--- src/rtl/local_inject_queue.sv ---
// -----------------------------------------------------------------------------
// local_inject_queue
//
// Holds flits offered by the local core until the router has an idle input
// slot. The queue is a small circular FIFO. Each entry carries a packet id,
// the core's FLITID, an age (TIME) and the destination coordinates.
// The head entry is presented combinationally, together with the vector of
// productive output ports toward its destination. A starvation monitor flags
// a head that has waited too long.
//
// Ports
//   clk          rising-edge clock for all state
//   reset        asynchronous, active-low reset
//   enq_valid    core offers a flit this cycle
//   enq_ready    queue can accept (not full)
//   enq_flitid   2-bit FLITID of the offered flit
//   enq_dst_x/y  destination coordinates of the offered flit
//   enq_data     payload of the offered flit
//   slot_free    router has an idle input slot this cycle
//   throttle     injection inhibit
//   dout         head flit {PKTID[6],FLITID[2],TIME[8],POS_X[4],POS_Y[4],DATA}
//   dout_valid   queue is not empty
//   pv_out       productive ports of the head: {LOCAL,N,S,E,W}
//   inj_fire     head is injected (popped) on the coming edge
//   starve       head has been blocked for at least STARVE_LIM cycles
// -----------------------------------------------------------------------------
module local_inject_queue #(
  parameter int unsigned DATA_W     = 32,
  parameter int unsigned DEPTH      = 4,
  parameter logic [3:0]  CUR_X      = 4'd0,
  parameter logic [3:0]  CUR_Y      = 4'd0,
  parameter int unsigned STARVE_LIM = 16
) (
  input  logic              clk,
  input  logic              reset,
  input  logic              enq_valid,
  output logic              enq_ready,
  input  logic [1:0]        enq_flitid,
  input  logic [3:0]        enq_dst_x,
  input  logic [3:0]        enq_dst_y,
  input  logic [DATA_W-1:0] enq_data,
  input  logic              slot_free,
  input  logic              throttle,
  output logic [DATA_W+23:0] dout,
  output logic              dout_valid,
  output logic [4:0]        pv_out,
  output logic              inj_fire,
  output logic              starve
);

  localparam int unsigned AW = $clog2(DEPTH);
  localparam int unsigned CW = AW + 1;
  localparam logic [CW-1:0] FULL_COUNT = CW'(DEPTH);
  localparam logic [7:0]    STARVE_THR = 8'(STARVE_LIM);

  // Field order matches the dout layout, so the head entry drives dout as-is.
  typedef struct packed {
    logic [5:0]        pktid;
    logic [1:0]        flitid;
    logic [7:0]        tstamp;
    logic [3:0]        dst_x;
    logic [3:0]        dst_y;
    logic [DATA_W-1:0] data;
  } entry_t;

  entry_t          mem [DEPTH];
  logic [AW-1:0]   wr_ptr;
  logic [AW-1:0]   rd_ptr;
  logic [CW-1:0]   count;
  logic [5:0]      pktid_cnt;
  logic [7:0]      starve_cnt;

  logic            do_enq;
  entry_t          new_entry;
  entry_t          head;

  // ---------------------------------------------------------------------------
  // Handshake and head presentation
  // ---------------------------------------------------------------------------
  // Full blocks enqueue even when the head pops in the same cycle; this keeps
  // enq_ready independent of slot_free/throttle.
  assign enq_ready  = (count != FULL_COUNT);
  assign dout_valid = (count != '0);
  assign inj_fire   = dout_valid & slot_free & ~throttle;
  assign do_enq     = enq_valid & enq_ready;

  assign head = mem[rd_ptr];
  assign dout = dout_valid ? head : '0;

  always_comb begin
    new_entry        = '0;
    new_entry.pktid  = pktid_cnt;
    new_entry.flitid = enq_flitid;
    new_entry.tstamp = 8'd0;
    new_entry.dst_x  = enq_dst_x;
    new_entry.dst_y  = enq_dst_y;
    new_entry.data   = enq_data;
  end

  // Productive ports: E/W from X, N/S from Y, LOCAL only when both match.
  // NOTE: every output of an always_comb block gets a default first, so no
  // path through the block leaves it unassigned and no latch is inferred.
  always_comb begin
    pv_out = 5'b00000;
    if (dout_valid) begin
      if (head.dst_x > CUR_X) pv_out[1] = 1'b1;
      if (head.dst_x < CUR_X) pv_out[0] = 1'b1;
      if (head.dst_y > CUR_Y) pv_out[3] = 1'b1;
      if (head.dst_y < CUR_Y) pv_out[2] = 1'b1;
      if ((head.dst_x == CUR_X) && (head.dst_y == CUR_Y)) pv_out = 5'b10000;
    end
  end

  assign starve = (starve_cnt >= STARVE_THR);

  // ---------------------------------------------------------------------------
  // Entry storage and ageing
  // ---------------------------------------------------------------------------
  // NOTE: the storage array has no reset. Validity is tracked solely by count
  // and the pointers, and dout is masked while empty, so stale contents are
  // never observable; leaving it unreset keeps it plain flops/RAM.
  // Entries outside the occupied window also age. That is harmless because
  // every write starts TIME again from 0.
  always_ff @(posedge clk) begin
    for (int i = 0; i < int'(DEPTH); i++) begin
      if (do_enq && (AW'(i) == wr_ptr)) begin
        mem[i] <= new_entry;
      end else if (mem[i].tstamp != 8'hFF) begin
        mem[i].tstamp <= mem[i].tstamp + 8'd1;
      end
    end
  end

  // ---------------------------------------------------------------------------
  // Pointers, occupancy, packet id and starvation counter
  // ---------------------------------------------------------------------------
  // NOTE: sequential state is updated with non-blocking assignments so every
  // register samples the pre-edge values of the others, independent of the
  // order of the statements.
  always_ff @(posedge clk or negedge reset) begin
    if (!reset) begin
      wr_ptr     <= '0;
      rd_ptr     <= '0;
      count      <= '0;
      pktid_cnt  <= 6'd0;
      starve_cnt <= 8'd0;
    end else begin
      if (do_enq) begin
        wr_ptr    <= wr_ptr + AW'(1);
        pktid_cnt <= pktid_cnt + 6'd1;
      end
      if (inj_fire) begin
        rd_ptr <= rd_ptr + AW'(1);
      end

      case ({do_enq, inj_fire})
        2'b10:   count <= count + CW'(1);
        2'b01:   count <= count - CW'(1);
        default: count <= count;
      endcase

      if (!dout_valid || inj_fire) begin
        starve_cnt <= 8'd0;
      end else if (starve_cnt != 8'hFF) begin
        starve_cnt <= starve_cnt + 8'd1;
      end
    end
  end

endmodule
--- config.mk ---
export PLATFORM = sky130hd
export DESIGN_NAME = local_inject_queue
export DESIGN_NICKNAME = d
export VERILOG_FILES = /design/src/rtl/local_inject_queue.sv
export SDC_FILE = /design/constraint.sdc
export NUM_CORES = 1
export LEC_CHECK = 0
export CAP_MARGIN = 0
export CORE_ASPECT_RATIO = 1.5
export CORE_MARGIN = 2
export CORE_UTILIZATION = 51
export DETAILED_ROUTE_END_ITERATION = 8
export GPL_ROUTABILITY_DRIVEN = 0
export HOLD_SLACK_MARGIN = 0.03
export PLACE_DENSITY = 0.76
export SYNTH_ARGS = -nofsm -noshare
export SYNTH_HDL_FRONTEND = slang
export SYNTH_SLANG_ARGS = --single-unit
--- constraint.sdc ---
create_clock -name clk -period 2.9 [get_ports clk]
set_input_delay 0.725 -clock clk [delete_from_list [all_inputs] [get_ports clk]]
set_output_delay 0.725 -clock clk [all_outputs]
set_load 0.01 [all_outputs]
=== Yosys cells after proc, flatten, opt, wreduce, memory -nomap -nowiden ===
Memory sizes are Yosys's and may differ from the RTL's.
Cells that the tools add are included.

* Memories kept: 1
* Input bits: 47
* Flip-flop bits (word level): 21
* Memory bits (writable): 224
* Output and inout port bits: 65

{| class="wikitable"
|+ Memories
! memory !! depth !! bits a word !! read ports !! clocked after Yosys merged registers in !! write ports !! line !! RTL
|-
| mem || 4 || 56 || 5 || 0 || 4 || 66 || <nowiki>entry_t mem [DEPTH];</nowiki>
|}

* Add/sub/neg operators: 10
* Muxes and demuxes: 34
* Bitwise logic cells: 8
* Eq/ne operators: 11
* Reduce and logical (&&, ||, !) cells: 13
* Magnitude comparators: 5

{| class="wikitable"
|+ Operators by type and width
! operator !! count
|-
| 2-to-1 mux 56 bit || 1
|-
| 2-to-1 mux 8 bit || 6
|-
| adder 8 x 1 -> 8 bit (second input constant) || 5
|-
| != test 8 bit (second input constant) || 5
|-
| 2-to-1 mux 1 bit || 24
|-
| 2-to-1 mux 5 bit || 2
|-
| greater-or-equal comparator 8 x 5 -> 1 bit (second input constant) || 1
|-
| > comparator 4 x 1 -> 1 bit (second input constant) || 2
|-
| logical NOT 4 bit || 2
|-
| less-than comparator 4 x 1 -> 1 bit (second input constant) || 2
|-
| adder 6 x 1 -> 6 bit (second input constant) || 1
|-
| one-hot mux 3 bit (2 select lines) || 1
|-
| logical AND 1 bit || 5
|-
| adder 2 x 1 -> 2 bit (second input constant) || 2
|-
| equality test 2 bit (first input constant) || 2
|-
| bitwise OR 1 bit || 4
|-
| nonzero test 2 bit || 2
|-
| adder 3 x 1 -> 3 bit (second input constant) || 1
|-
| bitwise AND 1 bit || 3
|-
| != test 3 bit (second input constant) || 1
|-
| nonzero test 3 bit || 1
|-
| subtractor 3 x 1 -> 3 bit (second input constant) || 1
|-
| equality test 1 x 2 -> 1 bit (first input constant) || 1
|-
| equality test 2 x 1 -> 1 bit (second input constant) || 1
|-
| 5 further kinds || 5
|}

=== Logic depth before layout (Yosys ltp) ===
Gate-level depths: netlist of the first run.

* Depth in word-level cells: 6
* Gate-level depth with buffers: 10

=== Worst setup path after synthesis of the first run ===
Ideal clock, no wire load.

* Path kind: input to register
* From: in enq_valid
* To: mem mem[3][40] in the netlist's numbering, enable pin
* Cell stages on the path: 3
* Library setup time: 0.342 ns
* Path buffers: 1
* Required time: 2.558 ns
* Path slack: -0.115 ns
* Arrival time: 2.674 ns
* Cells stage by stage: and3_1 -> clkbuf_1 -> nand4b_1

{| class="wikitable"
|+ RTL lines
! item !! line !! RTL
|-
| from (decl) || 36 || <nowiki>input logic enq_valid,</nowiki>
|-
| to (decl) || 66 ||
|}

=== Final worst setup path of the first run ===
* From: reg rd_ptr[0]
* To: out pv_out[4]

* Cells in the longest elaborated chain, start to end: 5
* Elaborated cells between the ends (all ways): 6
* Classes of those cells: mux: 2; reduce/logical: 3; memory: 1

{| class="wikitable"
|+ Ends and longest elaborated chain
! item !! line !! RTL
|-
| from (decl) || 68 || <nowiki>logic [AW-1:0] rd_ptr;</nowiki>
|-
| from (signal assigned) || 153 || <nowiki>rd_ptr <= rd_ptr + AW'(1);</nowiki>
|-
| memory (4 x 56 bit) (*) || -- ||
|-
| logical NOT 4 bit || 110 || <nowiki>if ((head.dst_x == CUR_X) && (head.dst_y == CUR_Y)) pv_out = 5'b10000;</nowiki>
|-
| logical AND 1 bit (*) || 110 ||
|-
| 2-to-1 mux 5 bit (*) || 110 ||
|-
| 2-to-1 mux 5 bit (*) || 105 || <nowiki>if (dout_valid) begin</nowiki>
|-
| to (decl) || 46 || <nowiki>output logic [4:0] pv_out,</nowiki>
|}

Mark *: on every way between the ends. The rest lies on a longest branch, timed or not.

==> metrics.md, run 1 <==
| Metric | Value |
|---|---|
| Post-synth top area share | 65.33% |
| Buffers & Inverters on Critical Path | 3 |
| Routed vias | 5662 |
| CP Max Fanout | 5 |
| Largest family of logic cells by synthesized area | multiplexers |
| Share of flip-flops with an asynchronous set or reset | 8.571% |
| Chip Height | 178.0 um |
| Wire length per cell | 20.69 um |
| First-pass GRT wire length | 32470 um |
| Clock-pin slew on the worst setup and hold paths | 0.06 ns |
| DRC | 0 |
| Syn avg cell area | 17.66 um^2 |
| Ratio of cells with drive above 1 in the final layout | 32.11% |
| Failing checks | setup timing |
| Die ar. | 0.02136 mm^2 |
| Syn-to-layout area delta | 24.94% |
| Tot GR Track Use | 19.77% |
| Final WS setup | -0.1737 ns |
| Antenna viol nets, final | 0 |
| Clock Path Buffers | 3 |
| Unrepaired setup endpoints after global routing | yes |
| Vias per cell | 5.540 |
| Initial antenna violation count | 1 |
| Initial Util | 52.04% |
| Cells after Synth | 583 |
| Synth Area in Compound Gates | 0.8507% |
| Max-cap viol count | 0 |
| Synth Area in XOR/XNOR | 3.147% |
| Post-synth EDFFs | 224 |
| Final Core Density | 65.02% |
| Post-synthesis mux area share | 12.46% |
| Worst path cell trace | buf_8 -> buf_6 -> mux4_2 -> nor4_4 -> and3_1 -> buf_2 |
| Fill cells | 1353 |
| Max IR drop VDD | 0.6894 mV |
| Final Hold Viols | 0 |
| Post-synthesis adder-cell area fraction | 1.653% |
| Cell Rows | 63 |
| I/O pin count | 112 |
| Post-Synth Simple-Gate Area | 9.223% |
| CTS H-tree depth | 1 |
| Setup crit start kind | flop |
| WP data required | 2.17 ns |
| Yosys top cell by area | edfxtp_1 |
| Setup Viol. Count Final | 31 |
| Top delay family on crit path | flip-flops |
| Power Dens Cells | 1067 mW/mm^2 |
| Period minus WS final | 3.074 ns |
| Clock share of power | 20.4% |
| CTS Sinks | 245 |
| Clock buffer count from CTS | 23 |
| DRT iter0 DRCs | 462 |
| Yosys reg bits | 245 |
| Slowest-stage cell, CP | dfrtp_4 |
| CP Capture Type | output port |
| Synth Warn # | 0 |
| Part of the Yosys area used for sequential elements | 70.43% |
| Placed cells | 953 |
| Drt pass-1 iters | 4 |
| Sw Share | 30.78% |
| Crit path arrival time | 2.35 ns |
| Core Area | 0.01979 mm^2 |
| Layout net count | 805 |
| CTS tree | done |
| DP Wirelength | 13400 um |
| Post-Layout Cell Count | 1022 |
| WL final | 21150 um |
| Yosys cell types | 40 |
| Worst hold path type | input pin to asynchronous set/reset pin |
| Outcome | finished, violations left |
| Root buf cell | clkbuf_16 |
| Comb pwr share | 40.7% |
| CP max stage delay | 0.50 ns |
| Synth top area cells | edfxtp_1 65%, mux4_2 12%, dfrtp_1 5.1% |
| Switching Power | 0.004227 W |
| # port buffers | 109 |
| Setup CP Type | flop to output port |
| Largest net degree at the start of global routing | 41 |
| Achievable Freq | 325.3 MHz |
| Crit share post-route | 106.0% |
| Top FF cell, synth | edfxtp_1 |
| Synthesized cell area | 0.01030 mm^2 |
| Vias in the first global route | 5993 |
| Sequential Power Share | 38.9% |
| Pins Over Slew Limit | 0 |
| Die Wd | 120.0 um |
| Internal power | 0.009505 W |
| Worst-Skew Late Latency | 0.51 ns |
| Leak | 4.652 nW |
| Hold Buf Count CTS | 0 |
| Worst Skew | 0.01231 ns |
| Remaining Overflow, GRT | 0 |
[cells by family after synthesis]
group,after synthesis
simple gates,169
compound gates,15
buf+inv,45
flops,245
xor+xnor,37
fa+ha+maj,13
mux,58
other cells,1
[cells in the mapped netlist (all sizes together) (6+ instances only)]
master    n
mux4     56
xor2     18
edfxtp  224
clkbuf   11
inv      16
and2     59
nor2     45
xnor2    19
nand4     6
ha       12
nand2    15
buf      18
nand3    12
dfrtp    21
and3     10
nor3      6
[registers in the layout (all words and copies together) (netlist names)]
name	cells
mem	224
starve_cnt	8
pktid_cnt	6
count	3
rd_ptr	2
wr_ptr	2
[routing by layer]
metal | track usage (%) | vias up | routed length (um)
met5 | 0 | - | 0
met4 | 6.520 | 0 | 412
met3 | 3.133 | 28 | 1196
met2 | 35.35 | 198 | 11270
met1 | 24.60 | 2895 | 8267
li1 | - | 2541 | -
[layout by cell type (no fill, tap or decap), types with 8 or more instances in the layout]
cell type	synthesis	final
xor2_1	18	18
and2_4	0	17
buf_2	7	30
clkdlybuf4s50_1	0	50
buf_6	5	27
nor2_1	27	25
nand3_1	12	12
dfrtp_1	21	19
buf_12	0	8
inv_1	16	15
edfxtp_1	224	224
nor2_2	18	20
and2_1	59	42
nand2_1	15	15
clkbuf_16	0	25
xnor2_1	19	19
ha_1	12	12
mux4_2	56	56
buf_4	2	28
[worst paths after layout]
path	from	endpoint	slack, ns	cells past startpoint
max	rd_ptr[0]	pv_out[4]	-0.17	6
min	reset	wr_ptr[0]	0.52	1
max reg2reg	count[0]	count[2]	0.71	9
min reg2reg	count[2]	count[2]	0.53	1
max in group asynchronous	reset	rd_ptr[0]	1.82	2
min in group clk	count[2]	count[2]	0.53	1
[stage by stage]
| stage | cell area [um^2] | power [W] | hold WS, ns | worst slack [ns] | setup TNS (ns) |
|---|---|---|---|---|---|
| final | 12860 | 0.01373 | 0.5163 | -0.1737 | -2.504 |
| after global routing | 12860 | 0.01439 | 0.5406 | -0.2130 | -4.062 |
| after CTS | 12700 | 0.01348 | 0.5233 | -0.1650 | -0.8073 |
| after floorplan | 10300 | 0.008215 | 0.4294 | 0.4764 | 0 |
| after global placement | 11820 | 0.01033 | 0.4698 | -0.05954 | -0.3110 |
| after detailed placement | 11820 | 0.01047 | 0.5045 | -0.08363 | -0.6034 |
[layout make-up]
class / instances / area (um^2) / share of cell area, %
flip-flops and latches: 245 / 7257 / 56.41
diodes: 2 / 5.005 / 0.03891
clock inverters: 11 / 86.33 / 0.6711
multi-input cells: 294 / 2903 / 22.57
inverters: 16 / 60.06 / 0.4669
clock buffers: 29 / 608.1 / 4.727
well taps: 260 / 325.3 / 2.529
repair buffers: 165 / 1619 / 12.59
[worst reg2reg max path: stages, from the launching register on]
cell and delay, ns:
dfrtp_1 0.43, or3b_4 0.42, and2_1 0.19, inv_1 0.05
ha_1 0.16, inv_1 0.06, fa_1 0.37, xor2_1 0.15
nor2_1 0.11, xor2_1 0.16
[what timing repair did]
| action | CTS | global route |
|---|---|---|
| pin swaps | 3 | 3 |
| gates resized for setup | 224 | 52 |
| setup buffers | 18 | 5 |
| setup endpoints to repair | 60 | 44 |
| gates cloned | 3 | 2 |
[power groups by stage]
stage	Sequential [W]	Clock, W	Combinational [W]
global placement	0.00539	0	0.00494
CTS	0.00534	0.00285	0.00529
floorplan	0.00522	0	0.00300
global route	0.00543	0.00296	0.00600
detailed placement	0.00545	0	0.00502
finish	0.00534	0.00280	0.00558
(Power assumes the default switching activity.)
==> run 2: changes to the inputs <==
GPL_ROUTABILITY_DRIVEN = unset   (was 0)
RECOVER_POWER = 100   (was unset)
==> run 2 against run 1 <==
The run still ends with setup timing left. Clock power hardly changed. Sequential cell count stayed put. First-iteration DRC count is 6.7% higher. Non-clock buffer count stayed put. Die area stayed put.
==> metrics.md, run 2 (same netlist as run 1, synthesis figures left out) <==
| Metric | Value |
|---|---|
| Final WS setup | -0.1736 ns |
| Vias in the first global route | 5993 |
| DR top layer | met5 |
| Critical path startpoint | rd_ptr[0] |
| Crit path arrival time | 2.35 ns |
| Die Wd | 120.0 um |
| Worst hold start | count[2] |
| CP Capture Type | output port |
| Worst path cell trace | buf_8 -> buf_6 -> mux4_2 -> nor4_4 -> and3_1 -> buf_2 |
| CP max stage delay | 0.50 ns |
| WL final | 21060 um |
| DP Wirelength | 13400 um |
| Sequential Power Share | 39.2% |
| Unrepaired setup endpoints after global routing | yes |
| Met2 wire len | 11230 um |
| I/O pin count | 112 |
| Most frequent cells in the layout | 224 x edfxtp_1, 56 x mux4_2, 46 x dlygate4sd3_1, 41 x and2_1, 30 x buf_2 |
| Power Dens Cells | 1068 mW/mm^2 |
| Worst Skew | 0.01092 ns |
| Outcome | finished, violations left |
| Core Area | 0.01979 mm^2 |
| Worst-Skew Late Latency | 0.51 ns |
| Period minus WS final | 3.074 ns |
| WP data required | 2.17 ns |
| Sw Share | 30.91% |
| Comb pwr share | 40.3% |
| DRC | 0 |
| CP Max Fanout | 5 |
| Pwr Total | 0.01366 W |
| Largest reg by FF count | mem |
| Leading registers by flop count | mem: 224 flops, starve_cnt: 8 flops, pktid_cnt: 6 flops |
| Failing checks | setup timing |
| Internal power | 0.009438 W |
| Largest net degree at the start of global routing | 41 |
| Setup crit start kind | flop |
| Clock share of power | 20.5% |
| DRT iter0 DRCs | 493 |
| GPL Wtd Cong | 0.7895 |
| Achievable Freq | 325.4 MHz |
| Crit share post-route | 106.0% |
| CTS H-tree depth | 1 |
| Root buf cell | clkbuf_16 |
| FF-to-FF setup slack | 0.49 ns |
| Post-Layout Cell Count | 1023 |
| Final Hold Viols | 0 |
| Placed cells | 953 |
| M1 WL | 8154 um |
| Pins Over Slew Limit | 0 |
| Drt pass-1 iters | 4 |
| Fill cells | 1371 |
| Hold Buf Count CTS | 0 |
| Setup Viol. Count Final | 32 |
| Clock-pin slew on the worst setup and hold paths | 0.06 ns |
| CTS tree | done |
| Vias per cell | 5.536 |
| Antenna viol nets, final | 0 |
| Max IR drop VDD | 0.6844 mV |
| Wire length on met3 | 1223 um |
| Wire length per cell | 20.59 um |
| Setup CP Type | flop to output port |
| Cell Rows | 63 |
| Final instance area | 0.01279 mm^2 |
| CTS Sinks | 245 |
| # port buffers | 109 |
| Fin Hold WS | 0.5301 ns |
| Slew @ Worst Pin | 1.205 ns |
| Worst hold path type | flop to flop |
| Leak | 4.603 nW |
| Remaining Overflow, GRT | 0 |
| Clock buffer count from CTS | 23 |
| Routed vias | 5663 |
| Ratio of cells with drive above 1 in the final layout | 29.61% |
| Commonest non-fill, non-tap cell in the layout | edfxtp_1 |
| First-pass GRT wire length | 32470 um |
| Initial Util | 52.04% |
| Max FFs per register | 224 |
| Final Core Density | 64.64% |
| Max-cap viol count | 0 |
| Layout net count | 805 |
| Clock Path Buffers | 3 |
| RR Startpoint | count[0] |
| Slowest-stage cell, CP | dfrtp_4 |
| Switching Power | 0.004223 W |
| Placed cell area | 0.01182 mm^2 |
| Die ar. | 0.02136 mm^2 |
| Syn-to-layout area delta | 24.21% |
| Initial antenna violation count | 4 |
| Worst slew margin | 19.68% |
| Chip Height | 178.0 um |
| Tot GR Track Use | 19.77% |
run 2: changes by cell type in the layout (fill, tap and decap cells not counted), moves of 3 or more:
cell	delta
and3_1	+4
and3_2	-4
buf_4	-15
clkbuf_1	+12
clkbuf_2	+4
clkdlybuf4s50_1	-46
dlygate4sd3_1	+46
or2_0	+3
or2_1	-3
run 2: layer usage:
metal | vias up | GRT usage, %
met5 | - | 0
met4 | 2 | 6.520
met2 | 205 | 35.35
li1 | 2547 | -
met3 | 32 | 3.133
met1 | 2877 | 24.60
run 2: power groups by stage:
stage          combinational (W)  sequential, W  clock [W]
6_report                 0.00550        0.00536    0.00280
2_1_floorplan            0.00300        0.00522          0
5_1_grt                  0.00591        0.00544    0.00296
3_5_place_dp             0.00502        0.00545          0
4_1_cts                  0.00529        0.00534    0.00285
3_3_place_gp             0.00494        0.00539          0
run 2: worst paths after layout:
check                               end  depth (start not counted)
max reg2reg                  mem[3][39]                          3
min in group asynchronous  pktid_cnt[3]                          1
min reg2reg                    count[2]                          1
max                           pv_out[4]                          6
max in group asynchronous     rd_ptr[0]                          2
min                            count[2]                          1
run 2: worst max-delay path: cells and delay by family, from the launching register on:
family	cells	cell delay (ns)
buffers and inverters	3	0.38
AND/OR/NAND/NOR	2	0.50
flip-flops	1	0.50
multiplexers	1	0.46
run 2: timing repair:
action	in CTS	in global routing
gates cloned	3	2
setup buffers	18	5
gates resized for setup	224	52
pin swaps	3	3
endpoints found under the setup margin	60	44
run 2: final cells by class:
type | instances | area [um^2] | area share [%]
repair buffers | 165 | 1551 | 12.13
clock buffers | 29 | 608.1 | 4.755
diodes | 3 | 7.507 | 0.05870
clock inverters | 11 | 86.33 | 0.6751
multi-input cells | 294 | 2893 | 22.62
well taps | 260 | 325.3 | 2.544
flip-flops and latches | 245 | 7257 | 56.75
inverters | 16 | 60.06 | 0.4696
run 2: stage by stage:
step / setup WS (ns) / setup TNS, ns
after floorplan: 0.4764 / 0
after global placement: -0.05954 / -0.3110
after detailed placement: -0.08363 / -0.6034
after CTS: -0.1650 / -0.8073
after global routing: -0.2130 / -4.157
final: -0.1736 / -2.534
==> run 3: changes to the inputs <==
MAX_ROUTING_LAYER = met4   (was unset)
SLEW_MARGIN = 30   (was unset)
==> run 3 against run 2 <==
The run still ends with setup timing left. Non-clock buffer count decreased by 7. Global-route usage increased by 1.3 points. First-iteration DRC count increased by 5.5%. Worst hold slack got worse by 0.020 ns. Cell area decreased by 0.77%. Clock-buffer cell count increased by 1. Wire length increased by 2.3%. Maximum frequency increased by 2.1%. Setup slack improved by 0.064 ns. Largest power group is now sequential cells. Highest routed layer is now met4.
==> metrics.md, run 3 (same netlist as run 1, synthesis figures left out) <==
| Metric | Value |
|---|---|
| Syn-to-layout area delta | 23.25% |
| I/O pin count | 112 |
| Clock Path Buffers | 3 |
| Remaining Overflow, GRT | 0 |
| Slew @ Worst Pin | 1.195 ns |
| DRT iter0 DRCs | 520 |
| Pins Over Slew Limit | 0 |
| Die Wd | 120.0 um |
| Drt pass-1 iters | 4 |
| Tot GR Track Use | 21.02% |
| Setup Viol. Count Final | 18 |
| # port buffers | 109 |
| DP Wirelength | 13550 um |
| CP Max Fanout | 5 |
| Die ar. | 0.02136 mm^2 |
| FF-to-FF setup slack | 0.48 ns |
| WP data required | 2.17 ns |
| Internal power | 0.009288 W |
| R2R depth | 3 |
| Placed cells | 950 |
| Setup crit start kind | flop |
| Root buf cell | clkbuf_16 |
| Fin Hold WS | 0.5103 ns |
| Final WS setup | -0.1098 ns |
| Initial antenna violation count | 8 |
| Post-Layout Cell Count | 1022 |
| Worst hold path type | flop to flop |
| Initial Util | 52.04% |
| Period minus WS final | 3.010 ns |
| CTS Sinks | 245 |
| Cell Rows | 63 |
| Largest reg by FF count | mem |
| Layout net count | 798 |
| Commonest non-fill, non-tap cell in the layout | edfxtp_1 |
| Outcome | finished, violations left |
| Sw Share | 31.09% |
| CTS tree | done |
| Comb pwr share | 38.3% |
| Routed vias | 5667 |
| Crit path arrival time | 2.28 ns |
| Max IR drop VDD | 0.6151 mV |
| Vias in the first global route | 5909 |
| WL final | 21540 um |
| Leading registers by flop count | mem: 224 flops, starve_cnt: 8 flops, pktid_cnt: 6 flops |
| Power Dens Cells | 1062 mW/mm^2 |
| First-pass GRT wire length | 33190 um |
| Max-cap viol count | 0 |
| Unrepaired setup endpoints after global routing | yes |
| RR Startpoint | count[0] |
| Worst-Skew Late Latency | 0.51 ns |
| Pwr Total | 0.01348 W |
| Antenna viol nets, final | 0 |
| Fill cells | 1373 |
| Chip Height | 178.0 um |
| CP Capture Type | output port |
| Ratio of cells with drive above 1 in the final layout | 26.79% |
| Failing checks | setup timing |
| Clock-pin slew on the worst setup and hold paths | 0.07 ns |
| Achievable Freq | 332.3 MHz |
| Setup CP Type | flop to output port |
| CTS H-tree depth | 1 |
| Largest net degree at the start of global routing | 41 |
| GPL Wtd Cong | 0.8433 |
| Hold Buf Count CTS | 0 |
| Hold path depth | 1 |
| Min-Delay Endpoint | count[2] |
| Crit share post-route | 103.8% |
| Register Area | 0.007257 mm^2 |
| Area of the multi-input gates | 0.002878 mm^2 |
| Clock buffer count from CTS | 23 |
| Wire length per cell | 21.08 um |
| Worst hold start | count[2] |
| Sequential Power Share | 39.9% |
| Switching Power | 0.004191 W |
| Worst Skew | 0.01730 ns |
| Max FFs per register | 224 |
| Final Core Density | 64.14% |
| Worst slew margin | 20.35% |
| Most frequent cells in the layout | 224 x edfxtp_1, 56 x mux4_2, 47 x and2_1, 46 x dlygate4sd3_1, 25 x nor2_1 |
| DRC | 0 |
| Leak | 4.563 nW |
| Aggregate negative setup slack | -0.9260 ns |
| Critical R2R Capture | mem[2][0] |
| Clock share of power | 21.8% |
| Vias per cell | 5.545 |
| Core Area | 0.01979 mm^2 |
| Final Hold Viols | 0 |
==> run 3: changes by cell type in the layout (fill, tap and decap cells not counted), sizes merged <==
cell,change
buf,-21
dlygate4sd2,+15
diode,+5
bufbuf,+1
bufinv,+1
clkbuf,-1
inv,-1
==> run 3: worst max-delay path, stage by stage (launching register included) <==
cell and delay, ns:
dfrtp_4 0.47, buf_12 0.13, mux4_2 0.54, nor4_4 0.32, and3_1 0.19, buf_2 0.13
==> run 3: power groups by stage <==
stage	logic, W	registers (W)	clock network [W]
global placement	0.00490	0.00538	0
detailed placement	0.00499	0.00546	0
finish	0.00517	0.00537	0.00294
global route	0.00556	0.00546	0.00313
CTS	0.00541	0.00535	0.00299
floorplan	0.00300	0.00522	0
==> run 3: timing repair <==
item | 4_1_cts | 5_1_grt
cloned | 3 | 1
pin swaps | 4 | 3
setup endpoints to repair | 60 | 51
resized for setup | 212 | 16
buffers inserted | 22 | 3
==> run 3: cell type report <==
type	instances	share of cell area, %
Antenna cell	8	0.1578
Clock buffer	30	4.900
Clock inverter	11	0.9268
Inverter	16	0.4733
Multi-Input combinational cell	294	22.68
Sequential cell	245	57.19
Tap cell	260	2.564
Timing Repair Buffer	158	11.11
==> run 3: through the flow <==
| step | setup WS (ns) | instance area (um^2) |
|---|---|---|
| finish | -0.1098 | 12690 |
| global route | -0.1835 | 12690 |
| CTS | -0.1914 | 12820 |
| detailed placement | -0.1070 | 11790 |
| global placement | -0.1216 | 11790 |
| floorplan | 0.4764 | 10300 |
==> run 3: worst max-delay path by stage <==
stage               depth (start not counted)    endpoint  slack (ns)  startpoint
floorplan                                   4  mem[3][40]        0.48    count[0]
global placement                            4   pv_out[4]       -0.12   rd_ptr[0]
detailed placement                          4   pv_out[4]       -0.11   rd_ptr[0]
CTS                                         6   pv_out[4]       -0.19   rd_ptr[0]
global route                                5   pv_out[4]       -0.18   rd_ptr[0]
finish                                      5   pv_out[4]       -0.11   rd_ptr[0]
==> run 3: metal layers <==
metal	wire length [um]	global-route usage [%]	vias up
met5	0	-	-
met1	8199	24.96	2886
met2	11730	36.58	205
li1	-	-	2539
met4	547	7.598	0
met3	1062	3.165	37
==> RTL edit 1, RTL diff (config.mk and constraints of run 3) <==
`DATA_W`: 32 -> 16.
--- a/src/rtl/local_inject_queue.sv
+++ b/src/rtl/local_inject_queue.sv
@@ -27,3 +27,3 @@
 module local_inject_queue #(
-  parameter int unsigned DATA_W     = 32,
+  parameter int unsigned DATA_W     = 16,
   parameter int unsigned DEPTH      = 4,
Ports: changed (resized dout and enq_data); port bits go from 112 to 80. The function was not compared with the original's and may differ.
==> RTL edit 1 against run 3 <==
Setup slack gained 0.043 ns; sequential share of layout area shrank 1.9 points; sequential cell count shrank 64; synthesized cell count shrank 18%; routed wire length shrank 28%; total power shrank 26%; non-clock buffer count shrank 49; via count shrank 22%; critical endpoint unchanged; clock skew shrank 0.0049 ns; maximum frequency grew 1.4%; highest routed layer unchanged; cell area shrank 24%; die area shrank 23%; the run still ends with setup timing left; area after synthesis shrank 23%.
==> RTL edit 1: results (changes against run 3) <==
\begin{tabular}{lr}
\hline
Metric & Value \\
\hline
\multicolumn{2}{l}{\textbf{Clock tree}} \\
\quad H-tree levels & 4 (was 1) \\
\quad Clock latency on the worst-skew pair & 0.43 ns (was 0.51 ns) \\
\quad Resized Gates After CTS & 63 (was 212) \\
\quad Number of buffers inserted to repair setup after CTS & 9 (was 22) \\
\multicolumn{2}{l}{\textbf{GRT}} \\
\quad GR met1 Demand/Resource & 23.6\% (was 25.0\%) \\
\quad Number of global-route vias before repair & 4719 (was 5909) \\
\quad Met2 demand-to-capacity share in global routing & 35.7\% (was 36.6\%) \\
\quad Maximum number of pins on one net before global-route repair & 45 (was 41) \\
\multicolumn{2}{l}{\textbf{Status}} \\
\quad Failing checks & setup timing (unchanged) \\
\quad Outcome & complete, but fails checks (unchanged) \\
\multicolumn{2}{l}{\textbf{Routing}} \\
\quad Met2 layer wire length in the routed design & 8.41 mm (was 11.7 mm) \\
\quad Number of design-rule violations left by the first detailed-router iteration & 248 (was 520) \\
\multicolumn{2}{l}{\textbf{STA}} \\
\quad Endpoints failing setup & 3 (was 18) \\
\quad Post-route setup slack & -0.0670 ns (was -0.110 ns) \\
\multicolumn{2}{l}{\textbf{Synthesis}} \\
\quad Post-synthesis async set-or-reset flop share & 11.6\% (was 8.57\%) \\
\quad Distinct cell type count of the synthesized netlist & 43 (was 40) \\
\quad Cell types with the highest counts after synthesis & sky130\_fd\_sc\_hd\_\_edfxtp\_1, sky130\_fd\_sc\_hd\_\_and2\_1, sky130\_fd\_sc\_hd\_\_nor2\_1 (was sky130\_fd\_sc\_hd\_\_edfxtp\_1, sky130\_fd\_sc\_hd\_\_and2\_1, sky130\_fd\_sc\_hd\_\_mux4\_2) \\
\multicolumn{2}{l}{\textbf{Cells and area}} \\
\quad Top flop regs & mem: 160 flops, starve\_cnt: 8 flops, pktid\_cnt: 6 flops (was mem: 224 flops, starve\_cnt: 8 flops, pktid\_cnt: 6 flops) \\
\quad Number of nets in the layout & 627 (was 798) \\
\multicolumn{2}{l}{\textbf{Place}} \\
\quad Final weighted congestion of routability-driven global placement & 0.809 (was 0.843) \\
\quad HPWL Detailed & 10.3 mm (was 13.5 mm) \\
\quad Area after detailed placement & 8980 um2 (was 11800 um2) \\
\multicolumn{2}{l}{\textbf{Critical path}} \\
\quad Arrival time at the worst endpoint & 2.24 ns (was 2.28 ns) \\
\quad Setup slack, reg-to-reg & 0.61 ns (was 0.48 ns) \\
\quad Largest delay contributor family on the critical path & simple AND/OR/NAND/NOR gates (was multiplexers) \\
\quad Launching point of the worst reg2reg path & count[2]\$\_DFFE\_PN0P\_ (was count[0]\$\_DFFE\_PN0P\_) \\
\hline
\end{tabular}
[RTL edit 1: cell types whose count changed after synthesis, sizes merged, moves of 2 or more]
cell and delta:
nand3 -2, and2 -17, mux4 -16, and4 +4, edfxtp -64, xor2 +3, nor2 -6, xnor2 -3
buf -2, and3 +2, clkbuf -5
[RTL edit 1: cells by family after synthesis]
kind of cell,count (synthesis),synth area share [%]
compound gates,14,0.997
xor+xnor,37,4.10
fa+ha+maj,13,2.15
buf+inv,37,2.64
flops,181,67.4
mux,42,12.0
other cells,1,0.0474
simple gates,151,10.6
[RTL edit 1: through the flow]
stage,setup TNS [ns],std cells
6_report,-0.121,801
5_1_grt,-0.812,801
4_1_cts,-0.130,794
2_1_floorplan,0,477
3_3_place_gp,-0.0558,753
3_5_place_dp,-0.0872,753
[RTL edit 1: layout make-up]
class	count	area, um2
diodes	6	15.0
clock buffers	18	439
clock inverters	14	138
fillers	1068	5500
inverters	15	56.3
multi-input cells	259	2370
flip-flops and latches	181	5330
well taps	199	249
repair buffers	109	1040
[RTL edit 1: worst min-delay path by stage]
stage	slack (ns)	depth (start not counted)	from	to
after floorplan	0.43	0	reset	count[0]$_DFFE_PN0P_
after global placement	0.47	1	count[2]$_DFFE_PN0P_	count[2]$_DFFE_PN0P_
after detailed placement	0.48	1	count[2]$_DFFE_PN0P_	count[2]$_DFFE_PN0P_
after CTS	0.49	1	count[2]$_DFFE_PN0P_	count[2]$_DFFE_PN0P_
after global routing	0.54	1	count[2]$_DFFE_PN0P_	count[2]$_DFFE_PN0P_
final	0.51	1	count[2]$_DFFE_PN0P_	count[2]$_DFFE_PN0P_
[RTL edit 1: power breakdown]
part,internal (mW),switching (mW),total [mW]
Sequential,3.65,0.460,4.11
Combinational,1.94,1.78,3.72
Clock,1.16,1.04,2.20
Total,6.75,3.28,10.0
==> RTL edit 2, RTL diff (config.mk and constraints of run 3) <==
Made on the original files. Make the reset (`reset`) synchronous in one clocked block. Comments in the files are not updated.
--- a/src/rtl/local_inject_queue.sv
+++ b/src/rtl/local_inject_queue.sv
@@ -139,3 +139,3 @@
   // order of the statements.
-  always_ff @(posedge clk or negedge reset) begin
+  always_ff @(posedge clk) begin
     if (!reset) begin
Formal check against the unedited RTL: differs if reset is asserted again (counterexample within 4 cycles, from zero or initial values and one cycle with reset low); with reset held inactive, the same outputs for 4 cycles.
==> RTL edit 2 against run 3 <==
The run still ends with setup timing left; sequential cell count up 2; first-iteration DRC count is 15% lower; area after synthesis is essentially flat; cell area shrank 0.72%; setup slack better by 0.042 ns; routed wire length decreased by 3.3%; critical endpoint unchanged; largest cell class unchanged.
Power is not compared: it rests on default switching activity, and its combinational part moved more than twofold at a synthesized area within 25%.
==> RTL edit 2: results (changes against run 3) <==
\begin{tabular}{lr}
\hline
Metric & Value \\
\hline
\multicolumn{2}{l}{\textbf{Status}} \\
\quad Outcome & complete, but fails checks (unchanged) \\
\quad Failing checks & setup timing (unchanged) \\
\multicolumn{2}{l}{\textbf{Cells and area}} \\
\quad Fraction of layout instances using a drive strength above 1 & 21.2\% (was 26.8\%) \\
\quad Logic inverters & 13 (was 16) \\
\quad Combined area of the multi-input logic cells & 2930 um2 (was 2880 um2) \\
\quad Clock-cell share of area & 5.38\% (was 5.83\%) \\
\quad Antenna fix cells & 3 (was 8) \\
\multicolumn{2}{l}{\textbf{Routing}} \\
\quad Number of design-rule violations left by the first detailed-router iteration & 444 (was 520) \\
\quad Met1 routed wirelength after detailed routing & 8.16 mm (was 8.20 mm) \\
\quad Met2 layer wire length in the routed design & 11.2 mm (was 11.7 mm) \\
\quad Routed length per placed instance & 20.2 um (was 21.1 um) \\
\quad Post-detailed-route via-to-cell ratio & 5.54 (was 5.55) \\
\multicolumn{2}{l}{\textbf{GRT}} \\
\quad Number of global-route vias before repair & 5977 (was 5909) \\
\quad Overall global routing resource usage & 20.4\% (was 21.0\%) \\
\quad Global-route wire length before repair & 32.6 mm (was 33.2 mm) \\
\quad Initial antenna violation count & 4 (was 8) \\
\multicolumn{2}{l}{\textbf{Critical path}} \\
\quad Largest fanout on the critical path & 7 (was 5) \\
\quad Setup slack, reg-to-reg & 0.39 ns (was 0.48 ns) \\
\multicolumn{2}{l}{\textbf{Synthesis}} \\
\quad Cell types with the highest counts after synthesis & sky130\_fd\_sc\_hd\_\_edfxtp\_1, sky130\_fd\_sc\_hd\_\_and2\_1, sky130\_fd\_sc\_hd\_\_mux4\_2 (unchanged) \\
\quad Synth top area cells & sky130\_fd\_sc\_hd\_\_edfxtp\_1, sky130\_fd\_sc\_hd\_\_mux4\_2, sky130\_fd\_sc\_hd\_\_dfxtp\_1 (was sky130\_fd\_sc\_hd\_\_edfxtp\_1, sky130\_fd\_sc\_hd\_\_mux4\_2, sky130\_fd\_sc\_hd\_\_dfrtp\_1) \\
\multicolumn{2}{l}{\textbf{STA}} \\
\quad Endpoints failing setup & 1 (was 18) \\
\quad Post-route setup slack & -0.0673 ns (was -0.110 ns) \\
\quad Hold Slack & 0.519 ns (was 0.510 ns) \\
\multicolumn{2}{l}{\textbf{Min path}} \\
\quad End of the worst hold path & starve\_cnt[6]\$\_SDFFE\_PP0P\_ (was count[2]\$\_DFFE\_PN0P\_) \\
\quad Hold depth & 2 (was 1) \\
\hline
\end{tabular}
[RTL edit 2: per-stage QoR]
stage	cells	TNS [ns]	cell area, um2	setup WS [ns]	utilization [%]
2_1_floorplan	605	0	10300	0.446	-
6_report	1032	-0.0673	12600	-0.0673	63.7
3_5_place_dp	965	-0.0225	11800	-0.0225	59.5
4_1_cts	1026	-0.134	12600	-0.0959	63.8
5_1_grt	1032	-0.471	12600	-0.114	63.7
3_3_place_gp	965	-0.0225	11800	-0.0225	59.5
[RTL edit 2: kinds of logic after synthesis]
group / synth area share [%]
AO/OA/AOI/OAI: 0.680
XOR/XNOR: 2.64
adder cells (fa/ha/maj): 1.65
buffers and inverters: 2.16
flip-flops: 69.8
multiplexers: 12.8
other: 0.0364
AND/OR/NAND/NOR: 10.2
[RTL edit 2: timing repair]
action / in CTS / in global routing
endpoints found under the setup margin: 59 / 25
gates cloned: 1 / 1
gates resized for setup: 173 / 26
hold endpoints to repair: 0 / 0
pin swaps: 2 / 1
setup buffers: 18 / 2
